[src/rtl/conv_sched.sv]
// rtl/conv_sched.sv - 3x3 convolution / 2x2 max-pool address and strobe sequencer
// Optional layer-1 max-pool pass compiled in when CONV_POOL_EN is defined.
module conv_sched #(
    parameter int IMG_W = 64,
    parameter int AW    = 12
) (
    input  logic          clk,
    input  logic          reset,
    input  logic          ready,
    output logic          busy,
    output logic [AW-1:0] iaddr,
    output logic          mac_clr,
    output logic          mac_en,
    output logic [3:0]    mac_tap,
    output logic          mac_zero,
    output logic          pool_clr,
    output logic          pool_en,
    output logic          wr_src,
    output logic          cwr,
    output logic [AW-1:0] caddr_wr,
    output logic          crd,
    output logic [AW-1:0] caddr_rd,
    output logic [2:0]    csel
);

    localparam int XW = AW / 2;
    localparam logic [XW-1:0] LAST = XW'(IMG_W - 1);

    localparam logic [2:0] S_IDLE   = 3'd0;
    localparam logic [2:0] S_FETCH  = 3'd1;
    localparam logic [2:0] S_DRAIN  = 3'd2;
    localparam logic [2:0] S_WR0    = 3'd3;
`ifdef CONV_POOL_EN
    localparam logic [2:0] S_PRD    = 3'd4;
    localparam logic [2:0] S_PDRAIN = 3'd5;
    localparam logic [2:0] S_WR1    = 3'd6;
    localparam logic [XW-2:0] BLAST = (XW-1)'(IMG_W / 2 - 1);
`endif
    localparam logic [2:0] S_DONE   = 3'd7;

    logic [2:0]    r_state;
    logic [XW-1:0] r_x;
    logic [XW-1:0] r_y;
    logic [3:0]    r_tap;
    logic          r_mac_en;
    logic [3:0]    r_mac_tap;
    logic          r_mac_zero;

    logic [1:0]    w_row;
    logic [1:0]    w_col;
    logic          w_pad;
    logic [XW-1:0] w_yy;
    logic [XW-1:0] w_xx;
    logic          w_fetch;
    logic          w_wr0;

    assign w_fetch = (r_state == S_FETCH);
    assign w_wr0   = (r_state == S_WR0);

    // Window position of the current tap: row = dy+1, col = dx+1.
    always_comb begin
        w_row = 2'd0;
        w_col = 2'd0;
        case (r_tap)
            4'd0:    begin w_row = 2'd0; w_col = 2'd0; end
            4'd1:    begin w_row = 2'd0; w_col = 2'd1; end
            4'd2:    begin w_row = 2'd0; w_col = 2'd2; end
            4'd3:    begin w_row = 2'd1; w_col = 2'd0; end
            4'd4:    begin w_row = 2'd1; w_col = 2'd1; end
            4'd5:    begin w_row = 2'd1; w_col = 2'd2; end
            4'd6:    begin w_row = 2'd2; w_col = 2'd0; end
            4'd7:    begin w_row = 2'd2; w_col = 2'd1; end
            4'd8:    begin w_row = 2'd2; w_col = 2'd2; end
            default: begin w_row = 2'd1; w_col = 2'd1; end
        endcase
    end

    assign w_pad = (w_row == 2'd0 && r_y == '0) || (w_row == 2'd2 && r_y == LAST) ||
                   (w_col == 2'd0 && r_x == '0) || (w_col == 2'd2 && r_x == LAST);
    assign w_yy  = r_y + XW'(w_row) - XW'(1);
    assign w_xx  = r_x + XW'(w_col) - XW'(1);

    assign busy     = (r_state != S_IDLE) && (r_state != S_DONE);
    assign iaddr    = (w_fetch && !w_pad) ? {w_yy, w_xx} : '0;
    assign mac_clr  = w_fetch && (r_tap == 4'd0);
    assign mac_en   = r_mac_en;
    assign mac_tap  = r_mac_tap;
    assign mac_zero = r_mac_zero;

`ifdef CONV_POOL_EN
    logic [XW-2:0] r_bx;
    logic [XW-2:0] r_by;
    logic [1:0]    r_rd;
    logic          r_pool_en;
    logic          w_wr1;

    assign w_wr1    = (r_state == S_WR1);
    assign crd      = (r_state == S_PRD);
    assign caddr_rd = crd ? {r_by, r_rd[1], r_bx, r_rd[0]} : '0;
    assign pool_clr = crd && (r_rd == 2'd0);
    assign pool_en  = r_pool_en;
    assign wr_src   = w_wr1;
    assign cwr      = w_wr0 || w_wr1;
    assign caddr_wr = w_wr0 ? {r_y, r_x} : (w_wr1 ? {2'b00, r_by, r_bx} : '0);
    assign csel     = w_wr1 ? 3'b011 : ((w_wr0 || crd) ? 3'b001 : 3'b000);
`else
    assign crd      = 1'b0;
    assign caddr_rd = '0;
    assign pool_clr = 1'b0;
    assign pool_en  = 1'b0;
    assign wr_src   = 1'b0;
    assign cwr      = w_wr0;
    assign caddr_wr = w_wr0 ? {r_y, r_x} : '0;
    assign csel     = w_wr0 ? 3'b001 : 3'b000;
`endif

    // idata lags iaddr by one cycle, so the MAC controls are the fetch view registered once.
    always_ff @(posedge clk) begin
        if (!reset) begin
            r_mac_en   <= 1'b0;
            r_mac_tap  <= 4'd0;
            r_mac_zero <= 1'b0;
        end else begin
            r_mac_en   <= w_fetch;
            r_mac_tap  <= w_fetch ? r_tap : 4'd0;
            r_mac_zero <= w_fetch && w_pad;
        end
    end

    always_ff @(posedge clk) begin
        if (!reset) begin
            r_state <= S_IDLE;
            r_x     <= '0;
            r_y     <= '0;
            r_tap   <= 4'd0;
`ifdef CONV_POOL_EN
            r_bx      <= '0;
            r_by      <= '0;
            r_rd      <= 2'd0;
            r_pool_en <= 1'b0;
`endif
        end else begin
`ifdef CONV_POOL_EN
            r_pool_en <= crd;
`endif
            case (r_state)
                S_IDLE: begin
                    if (ready) begin
                        r_state <= S_FETCH;
                        r_x     <= '0;
                        r_y     <= '0;
                        r_tap   <= 4'd0;
                    end
                end
                S_FETCH: begin
                    if (r_tap == 4'd8) begin
                        r_tap   <= 4'd0;
                        r_state <= S_DRAIN;
                    end else begin
                        r_tap <= r_tap + 4'd1;
                    end
                end
                S_DRAIN: r_state <= S_WR0;
                S_WR0: begin
                    r_state <= S_FETCH;
                    if (r_x == LAST) begin
                        r_x <= '0;
                        if (r_y == LAST) begin
`ifdef CONV_POOL_EN
                            r_state <= S_PRD;
                            r_bx    <= '0;
                            r_by    <= '0;
                            r_rd    <= 2'd0;
`else
                            r_state <= S_DONE;
`endif
                        end else begin
                            r_y <= r_y + XW'(1);
                        end
                    end else begin
                        r_x <= r_x + XW'(1);
                    end
                end
`ifdef CONV_POOL_EN
                S_PRD: begin
                    r_rd <= r_rd + 2'd1;
                    if (r_rd == 2'd3)
                        r_state <= S_PDRAIN;
                end
                S_PDRAIN: r_state <= S_WR1;
                S_WR1: begin
                    r_state <= S_PRD;
                    if (r_bx == BLAST) begin
                        r_bx <= '0;
                        if (r_by == BLAST)
                            r_state <= S_DONE;
                        else
                            r_by <= r_by + (XW-1)'(1);
                    end else begin
                        r_bx <= r_bx + (XW-1)'(1);
                    end
                end
`endif
                S_DONE:  r_state <= S_DONE;
                default: r_state <= S_IDLE;
            endcase
        end
    end

endmodule

[config.mk]
export PLATFORM = sky130hd
export DESIGN_NAME = conv_sched
export DESIGN_NICKNAME = d
export VERILOG_FILES = /design/src/rtl/conv_sched.sv
export SDC_FILE = /design/constraint.sdc
export NUM_CORES = 1
export LEC_CHECK = 0
export ABC_AREA = 1
export BUFFER_PORTS_ARGS = -buffer_cell sky130_fd_sc_hd__buf_2
export CAP_MARGIN = 20
export CORE_UTILIZATION = 30
export CTS_BUF_LIST = sky130_fd_sc_hd__clkbuf_2
export DETAILED_ROUTE_END_ITERATION = 12
export PLACE_DENSITY = 0.62
export SLEW_MARGIN = 15
export SYNTH_ARGS = -nofsm -noshare
export SYNTH_HDL_FRONTEND = slang
export SYNTH_SLANG_ARGS = --single-unit
[constraint.sdc]
create_clock -name clk -period 4.3 [get_ports clk]
set_input_delay 0.215 -clock clk [delete_from_list [all_inputs] [get_ports clk]]
set_output_delay 0.215 -clock clk [all_outputs]
set_load 0.05 [all_outputs]
-- Word-level counts from Yosys, hierarchy flattened
Memory sizes are Yosys's and may differ from the RTL's. A register that Yosys moved wholly into a read port is not among the register bits.
Index checks and enable logic that the tools add are counted.
- add/sub/neg operators: 7
- eq/ne operators: 14
- muxes and demuxes: 19
- reduce and logical (&&, ||, !) cells: 26
- operators by type and width (cell ; number):
    $mux W12 ; 2
    $mux W6 ; 4
    $pmux W6 S2 ; 2
    $mux W4 ; 4
    $pmux W3 S5 ; 1
    $add A6 B1 Y6 const B ; 2
    $add A6 B2 Y6 ; 2
    $eq A6 B6 Y1 const B ; 2
    $logic_not A6 Y1 ; 2
    $mux W3 ; 4
    $sub A6 B1 Y6 const B ; 2
    $logic_and A1 B1 Y1 ; 8
    $pmux W4 S2 ; 1
    $reduce_and A2 Y1 ; 4
    $eq A3 B2 Y1 const B ; 2
    $add A4 B1 Y4 const B ; 1
    $eq A2 B2 Y1 const B ; 2
    $eq A4 B4 Y1 const B ; 1
    $logic_not A2 Y1 ; 2
    $logic_not A4 Y1 ; 1
    $ne A2 B1 Y1 const B ; 2
    $ne A2 B2 Y1 const B ; 2
    $reduce_and A4 Y1 ; 1
    $reduce_bool A2 Y1 ; 2
    other kinds (8) ; 10
- register bits: 25
- memory bits (read-only): 64
- input port bits: 3
- output and inout port bits: 52
- logic and storage cells: 74
- memories kept: 1
- memory list (memory ; words ; width ; read ports ; clocked after Yosys merged registers in ; wr ports ; RTL line ; RTL):
    (no name shown) ; 16 ; 4 ; 1 ; 1 ; 0 ; 64 ; case (r_tap)

-- Depth between registers and ports, before layout
Gate-level depths: netlist (run 1).
- depth in word-level cells: 8
- depth in mapped cells: 12
- gate-level depth less buffers: 12

-- Least setup slack after synthesis (run 1)
Ideal clock, no wire load.
- path kind: register -> output
- from: reg r_x[1]
- to: out iaddr[5]
- arrival time: 2.303 ns
- slack: 1.782 ns
- cell stages (with the launch flop): 11
- path buffers: 0
- cell sequence: dfxtp_1 > inv_1 > ha_1 > inv_1 > ha_1 > fa_1 > nand2_1 > nand2_1 > a21oi_1 > xnor2_1 > nor2_1
- longest elaborated chain between the ends: 7
- elaborated cells between the ends (all ways): 11
- those cells by class: add/sub (2); eq/ne (1); mux (1); reduce/logical (7)
- ends and longest elaborated chain (element ; RTL line ; RTL):
    from (decl) ; 42 ; logic [XW-1:0] r_x;
    from (signal assigned) ; 181 ; r_x <= r_x + XW'(1);
    parallel branches: the longest is 6 deep, another holds $add A6 B2 Y6 ; - ;
    $mux W12 * ; 84 ; assign iaddr = (w_fetch && !w_pad) ? {w_yy, w_xx} : '0;
    to (decl) ; 11 ; output logic [AW-1:0] iaddr,
Every way passes the cells marked *.

-- Final worst setup path (run 1)
Ends and elaborated chain as after synthesis.

==> reports/metrics.cfg, run 1 <==
[global_routing]
grt_pass1_wl_mm=7.98
grt.total_usage_pct=11.9
gr-total-overflow=0
grt_max_degree=20
grt_pass1_vias=1776
antenna_found_initial=0

[sta]
report.final.slew_viol_count=0
finalCritPeriodShare_pct=63.9
tns_ps=0
worstMarginPinSlew_ps=515
hold_ws_ps=180
setup_viol=0
fmax_ghz=0.364
rsz0062_at_grt=false
hold_viol_final=0
skew_ps=27.6
fin_crit_ps=2750
relSlewSlack_pct=65.6

[routing]
finalWirelength_mm=4.78
drt_iter0_drc=52
first_pass_iters=4
drc=0
wl_per_cell_um=10.1
routed_via_density=4.32
ant_nets=0
route.vias.total=2037

[clock_tree]
cts_resized=0
cts.sinks=29
cts_made_buffers=5
htreeDepth=2
clockBufferDepth=2
cts.clk_slew.worst_paths_ps=180
root_buffer=clkbuf_2
cts_tree=done
postCtsSetupBuffers=0
ctsHoldBuffers=0
clock_latency_ps=370

[final_layout]
stdcell_count=472
final_nets=409
drive_gt1_share_pct=17.4
syn2layout_area_growth_pct=11.3
fin_util_pct=35.4
design_area_sq_mm=0.00263
num_antenna_cells=0

[power]
p_seq_share_pct=42.6
swShare_pct=37.2
p_sw_uw=251
p_per_area_mw_per_mm2=257
pwr-share-clk_pct=29.3
p_int_uw=423
ir_worst_vdd_uv=112
pwr-share-comb_pct=28.0
leakage_nw=1.43

[setup_path]
crit_fanout=4
crit_start=r_x[1]
required_ps=4090
criticalPathCategory=reg2out
crit_path_end_kind=output pin
cp-start-kind=register
critPathArrivalTime_ps=2530
r2r-start=r_tap[0]

[yosys]
yosys-top-cells-area=dfxtp_1 (25%), ha_1 (17%), nand2_1 (8.8%)
async_flop_share_pct=0
ys_ff_latch=29
synth_warnings=0
yosysTopAreaCell=dfxtp_1
synth-seq-area-share_pct=24.6
synth_flop_cell=dfxtp_1
avgSynthCellArea_sq_um=7.02
syn_inst=336
synth_edf_count=0
syn_area_sq_mm=0.00236
ys_types=32
synth_top_area_share_pct=24.6

[placed_design]
gp_congestion=0.785
portBuffers=36
dp.cells=464
post-dp-hpwl_mm=3.74
placed_cell_area_sq_mm=0.00256

[job]
drv_cap=0

[die]
rows=31
start_util_pct=31.8
die_area_sq_mm=0.00822
dieWidth_um=90.7
pin_count=55
die_y_um=90.7
core_sq_mm=0.00741

[hold_path]
hold_path_class=in2reg
min_from=reset

[outcome]
status=finished, final reports clean

## flip-flops by register name (all words and copies together), names as in the netlist
register / flops
mac_en: 1
mac_tap: 4
mac_zero: 1
r_state: 3
r_tap: 4
r_x: 6
r_y: 6
w_col: 2
w_row: 2
## synthesized netlist by cell type (2+ instances only)
master and number:
nor2_2 4, inv_1 54, xnor2_1 2, nand2_1 55
buf_2 2, a21oi_1 20, dfxtp_1 29, o21ai_1 5
xor2_1 9, buf_4 20, o211ai_1 2, inv_2 2
nand4_1 2, o21ai_0 5, fa_1 2, nand3_1 19
ha_1 32, nand2_2 6, nor2_1 50, nand2_4 2
nor2_4 3
## final timing paths
check,end,slack (ps),cells past startpoint
max,iaddr[5],1550,11
min,r_x[0],180,3
max reg2reg,w_col[0],2340,11
min reg2reg,r_x[1],520,2
## critical path, stage by stage, from the launching register on
cell	delay (ps)
dfxtp_1	420
inv_1	90
ha_1	280
inv_1	40
ha_1	210
fa_1	400
nand2_1	80
nand2_1	50
a21oi_1	140
xnor2_1	80
nor2_1	90
buf_2	270
## per-layer routing
layer / wire length [um] / up-vias / global-route usage (%)
met4: 62 / 0 / 3.49
met5: 0 / - / 0
li1: - / 1069 / -
met1: 2410 / 905 / 15.5
met3: 215 / 7 / 3.11
met2: 2100 / 56 / 19.3
## power groups by stage
| stage | logic [mW] | clock network (mW) | registers (mW) |
|---|---|---|---|
| after floorplan | 0.170 | 0 | 0.295 |
| after global placement | 0.189 | 0 | 0.293 |
| after detailed placement | 0.190 | 0 | 0.294 |
| after CTS | 0.192 | 0.203 | 0.288 |
| after global routing | 0.210 | 0.219 | 0.290 |
| final | 0.189 | 0.198 | 0.288 |
## through the flow
step	setup slack (ps)	total power, mW
2_1_floorplan	1780	0.465
3_3_place_gp	2020	0.483
3_5_place_dp	1980	0.484
4_1_cts	1530	0.683
5_1_grt	1300	0.719
6_report	1550	0.675
## logic make-up (layout without fill, tap and decap cells)
logic type / after synthesis / in the layout / share of synthesized area, %
other: 1 / 18 / 0.159
and+or+nand+nor: 143 / 143 / 27.4
buffers and inverters: 82 / 102 / 16.7
AOI/OAI and AO/OA: 36 / 36 / 8.43
adders and majority gates: 34 / 34 / 18.7
xor gates and xnor gates: 11 / 11 / 4.09
DFF: 29 / 29 / 24.6
## layout make-up
class	count	area, sq um
Clock buffer	5	25.0
Clock inverter	3	41.3
Fill cell	810	4780
Inverter	58	225
Multi-Input combinational cell	242	1450
Sequential cell	29	581
Tap cell	99	124
Timing Repair Buffer	36	180
## cell usage in the layout (no fill, tap or decap), types with 5 or more instances in the layout
master    instances
nand2_1          55
inv_1            54
nor2_1           50
buf_2            36
ha_1             32
dfxtp_1          29
a21oi_1          20
nand3_1          19
conb_1           18
xor2_1            9
nand2_2           6
o21ai_1           5
o21ai_0           5
clkbuf_2          5
Note: power is estimated with default switching activity, not from simulation.
==> run 2, diff against run 1 <==
Clock period 4.3 ns to 2.7 ns, I/O delays scaled along.
==> reports/metrics.cfg, run 2 (synthesized netlist as in run 1, its figures left out) <==
[routing]
ant_nets=0  ; unchanged
drt_iter0_drc=80  ; +54%
wl_per_cell_um=10.2  ; +0.33%
route.vias.total=2027  ; -0.49%
routed_via_density=4.29  ; -0.49%
finalWirelength_mm=4.80  ; +0.33%
drc=0  ; unchanged
first_pass_iters=4  ; unchanged

[placed_design]
post-dp-hpwl_mm=3.71  ; -1.0%
portBuffers=36  ; unchanged
gp_congestion=0.785  ; unchanged
place_ws_ps=447  ; -1530 ps
placed_cell_area_sq_mm=0.00256  ; unchanged
dp.cells=464  ; unchanged

[global_routing]
grt.total_usage_pct=12.2  ; +0.29 points
grt_pass1_wl_mm=8.18  ; +2.4%
gr-total-overflow=0  ; unchanged
antenna_found_initial=0  ; unchanged
grt_max_degree=20  ; unchanged
grt_pass1_vias=1789  ; +0.73%

[die]
die_y_um=90.7  ; unchanged
die_area_sq_mm=0.00822  ; unchanged
core_sq_mm=0.00741  ; unchanged
dieWidth_um=90.7  ; unchanged
start_util_pct=31.8  ; unchanged
rows=31  ; unchanged
pin_count=55  ; unchanged

[sta]
rsz0062_at_grt=false
skew_ps=30.0  ; +2.42 ps
fmax_ghz=0.398
tns_ps=0  ; unchanged
finalCritPeriodShare_pct=93.1
fin_crit_ps=2510
hold_viol_final=0  ; unchanged
hold_ws_ps=101  ; -79.1 ps
report.final.slew_viol_count=0  ; unchanged
setup_viol=0  ; unchanged
fin_ws_ps=188  ; -1370 ps

[final_layout]
final_nets=409  ; unchanged
reg_top3=r_x (6), r_y (6)
syn2layout_area_growth_pct=12.1
drive_gt1_share_pct=18.5  ; +1.1 points
fill_cells=793  ; -2.1%
num_antenna_cells=0  ; unchanged
fin_util_pct=35.7  ; +0.25 points
design_area_sq_mm=0.00264  ; +0.72%
multi_input_area_sq_mm=0.00145  ; +0.35%
stdcell_count=472  ; unchanged
seq_area_sq_um=586  ; +0.86%
final_cell_mix=inv_1 (54), nand2_1 (54), nor2_1 (50), buf_2 (34), ha_1 (32)

[clock_tree]
cts.clk_slew.worst_paths_ps=180  ; about the same
root_buffer=clkbuf_2
cts_made_buffers=5  ; unchanged
clockBufferDepth=2  ; unchanged
ctsHoldBuffers=0  ; unchanged
htreeDepth=2  ; unchanged
clock_latency_ps=380  ; about the same
postCtsSetupBuffers=0  ; unchanged
cts_tree=done
cts_resized=1  ; +1
cts.sinks=29  ; unchanged

[setup_path]
crit_fanout=4  ; unchanged
critPathArrivalTime_ps=2380  ; -150 ps
cp-start-kind=register
criticalPathCategory=reg2out
crit_path_end_kind=output pin
crit_chain=inv_1 -> ha_1 -> inv_1 -> ha_1 -> fa_2 -> nand2_1 -> nand2_1 -> a21oi_1 -> xnor2_1 -> nor2_1 -> buf_6
slowest_stage=dfxtp_4
required_ps=2570  ; -1520 ps
reg2regPathDepth=11  ; unchanged
cpPeakStageDelay_ps=400  ; -20 ps

[power]
p_per_area_mw_per_mm2=408  ; +59%
ir_worst_vdd_uv=173  ; +55%
p_seq_share_pct=42.4  ; -0.2 points
power_mw=1.08  ; +60%
swShare_pct=37.5  ; +0.22 points
pwr-share-comb_pct=28.1  ; about the same
p_sw_uw=404  ; +61%
p_int_uw=675  ; +59%
leakage_nw=1.43  ; +0.12%
pwr-share-clk_pct=29.5  ; +0.2 points

[outcome]
status=finished, final reports clean

[hold_path]
hold_path_class=in2reg
hold_path_depth=3  ; unchanged

[job]
drv_cap=0  ; unchanged

-- run 2: cell count changes in the layout (fill, tap and decap cells not counted) --
cell / previous run / this run
buf_6: 0 / 1
buf_4: 0 / 1
dfxtp_1: 29 / 27
fa_1: 2 / 1
dfxtp_2: 0 / 1
nand2_2: 6 / 7
buf_2: 36 / 34
dfxtp_4: 0 / 1
fa_2: 0 / 1
nand2_1: 55 / 54
-- run 2: final cells by class --
type,instances,share of cell area (%)
well taps,99,4.69
clock inverters,3,1.56
multi-input cells,242,55.0
flip-flops and latches,29,22.1
clock buffers,5,0.947
repair buffers,36,7.15
inverters,58,8.52
-- run 2: power groups by stage --
stage / clock network, mW / registers (mW) / logic [mW]
after CTS: 0.330 / 0.458 / 0.305
after floorplan: 0 / 0.470 / 0.271
after global placement: 0 / 0.467 / 0.302
final: 0.319 / 0.457 / 0.303
after detailed placement: 0 / 0.467 / 0.302
after global routing: 0.350 / 0.461 / 0.338
-- run 2: final timing paths --
path | slack [ps] | to | start
worst max-delay path | 190 | iaddr[5] | r_x[1]
worst min-delay path | 100 | r_x[0] | reset
worst max register to register | 730 | w_col[0] | r_tap[0]
worst min register to register | 510 | r_x[1] | r_x[1]
-- run 2: layer usage --
| metal | part of all wire [%] | wire [um] | global-route usage (%) | vias to the layer above |
|---|---|---|---|---|
| met3 | 4.4 | 211 | 3.03 | 6 |
| met4 | 0.83 | 40 | 3.49 | 0 |
| li1 | - | - | - | 1068 |
| met1 | 51 | 2440 | 16.4 | 902 |
| met5 | 0 | 0 | 0 | - |
| met2 | 44 | 2110 | 19.3 | 51 |
-- run 2: worst max-delay path: cells and delay by family, from the launching register on --
| kind | cells | cell delay [ps] |
|---|---|---|
| fa+ha+maj | 3 | 850 |
| flops | 1 | 400 |
| buf+inv | 3 | 280 |
| simple gates | 3 | 240 |
| compound gates | 1 | 150 |
| xor+xnor | 1 | 80 |
==> run 3, diff against run 2 <==
Settings changed: CORE_UTILIZATION 30 to 56, PLACE_DENSITY 0.62 to 0.95.
==> reports/metrics.cfg, run 3 (synthesized netlist as in run 1, its figures left out) <==
[final_layout]
drive_gt1_share_pct=18.2  ; -0.27 points
final_common_cell=nand2_1
reg_top3=r_x (6), r_y (6)
fill_cells=355  ; -55%
final_nets=409  ; unchanged
multi_input_area_sq_mm=0.00146  ; about the same
num_antenna_cells=0  ; unchanged
syn2layout_area_growth_pct=8.22
seq_area_sq_um=583  ; -0.43%
final_cell_mix=nand2_1 (55), inv_1 (54), nor2_1 (50), buf_2 (34), ha_1 (32)

[power]
p_seq_share_pct=47.4  ; +5.0 points
p_per_area_mw_per_mm2=380  ; -7.0%
leakage_nw=1.42  ; -0.66%
p_int_uw=579  ; -14%
swShare_pct=40.3  ; +2.8 points
ir_worst_vdd_uv=280  ; +61%
p_sw_uw=391  ; -3.4%
pwr-share-comb_pct=31.6  ; +3.5 points
pwr-share-clk_pct=21.1  ; -8.4 points

[global_routing]
busiest_layer=met2
gr-total-overflow=0  ; unchanged
use_met1_pct=25.7  ; +9.3 points
antenna_found_initial=0  ; unchanged
grt_max_degree=20  ; unchanged
grt.total_usage_pct=22.6  ; +10 points
grt_use_met3_pct=4.62  ; +1.6 points
grt_pass1_wl_mm=7.74  ; -5.3%
grtUsageMet2_pct=40.8  ; +22 points
grt_pass1_vias=1832  ; +2.4%

[die]
pin_count=55  ; unchanged
core_sq_mm=0.00403  ; -46%
rows=23  ; -26%
die_area_sq_mm=0.00447  ; -46%
dieWidth_um=66.9  ; -26%
die_y_um=66.9  ; -26%
start_util_pct=58.5  ; +27 points

[placed_design]
portBuffers=36  ; unchanged
place_ws_ps=431  ; -15.0 ps
gp_congestion=0.862  ; +9.8%
post-dp-hpwl_mm=3.72  ; +0.25%

[sta]
skew_ps=24.9  ; -5.19 ps
finalCritPeriodShare_pct=95.4  ; +2.3 points
tns_ps=0  ; unchanged
rsz0062_at_grt=true
hold_viol_final=0  ; unchanged
setup_viol=0  ; unchanged
fin_crit_ps=2570  ; +62.5 ps
fin_ws_ps=125  ; -62.5 ps
report.final.slew_viol_count=0  ; unchanged
fmax_ghz=0.388  ; -2.4%

[clock_tree]
ctsHoldBuffers=0  ; unchanged
clockBufferDepth=2  ; unchanged
cts_tree=done
cts.sinks=29  ; unchanged
root_buffer=clkbuf_2
cts.clk_slew.worst_paths_ps=160  ; -20 ps
postCtsSetupBuffers=0  ; unchanged
cts_resized=0  ; -1
cts_made_buffers=5  ; unchanged
clock_latency_ps=360  ; -20 ps
htreeDepth=2  ; unchanged

[routing]
drt_iter0_drc=106  ; +33%
finalWirelength_mm=4.77  ; -0.56%
ant_nets=0  ; unchanged
route.vias.total=2113  ; +4.2%
wl_per_cell_um=11.3  ; +11%
routed_via_density=5.00  ; +16%
drc=0  ; unchanged
first_pass_iters=4  ; unchanged

[job]
drv_cap=0  ; unchanged

[setup_path]
criticalPathCategory=reg2out
cpPeakStageDelay_ps=420  ; +20 ps
critPathArrivalTime_ps=2440  ; +60 ps
crit_path_end_kind=output pin
slowest_stage=dfxtp_1
crit_chain=inv_1 -> ha_1 -> inv_1 -> ha_1 -> fa_1 -> nand2_1 -> nand2_1 -> xor2_1 -> nor2_1 -> clkbuf_4
crit_fanout=4  ; unchanged
required_ps=2570  ; about the same
cp-start-kind=register

[outcome]
status=finished, final reports clean

[hold_path]
hold_path_class=in2reg

run 3: worst max-delay path: cells and delay by family, from the launching register on:
family	cells	cell delay, ps
fa+ha+maj	3	890
flops	1	420
buf+inv	3	380
simple gates	3	240
xor+xnor	1	140
run 3: final timing paths:
check / to / depth (start not counted) / slack, ps / from
setup / recovery: iaddr[11] / 10 / 130 / r_y[1]
hold / removal: r_x[0] / 3 / 120 / reset
setup reg to reg: w_col[0] / 11 / 720 / r_tap[1]
hold reg to reg: r_x[1] / 2 / 500 / r_x[1]
run 3: power groups by stage:
stage	clock network [mW]	logic [mW]	registers, mW
2_1_floorplan	0	0.271	0.470
3_3_place_gp	0	0.293	0.466
3_5_place_dp	0	0.300	0.468
4_1_cts	0.212	0.302	0.459
5_1_grt	0.233	0.340	0.461
6_report	0.204	0.306	0.459
run 3: final cells by class:
cell class / instances / share of cell area, %
clock buffer: 5 / 0.980
timing repair buffer: 36 / 7.40
multi-input combinational: 242 / 57.0
sequential: 29 / 22.8
inverter: 58 / 8.82
tap: 50 / 2.45
clock inverter: 3 / 0.490
run 3: stage by stage:
step / hold slack [ps] / cell area (sq um) / utilization, % / cells / power (mW)
3_3_place_gp: 478 / 2500 / 62.0 / 415 / 0.760
3_5_place_dp: 483 / 2500 / 62.0 / 415 / 0.769
2_1_floorplan: 319 / 2420 / - / 353 / 0.741
4_1_cts: 99.0 / 2530 / 62.9 / 423 / 0.973
6_report: 115 / 2550 / 63.4 / 423 / 0.970
5_1_grt: 101 / 2550 / 63.4 / 423 / 1.03
run 3: routing by layer:
metal / part of all wire, % / up-vias / wire length, um
li1: - / 1078 / -
met1: 43 / 941 / 2050
met2: 49 / 86 / 2340
met3: 6.5 / 8 / 308
met4: 1.5 / 0 / 71
met5: 0 / - / 0
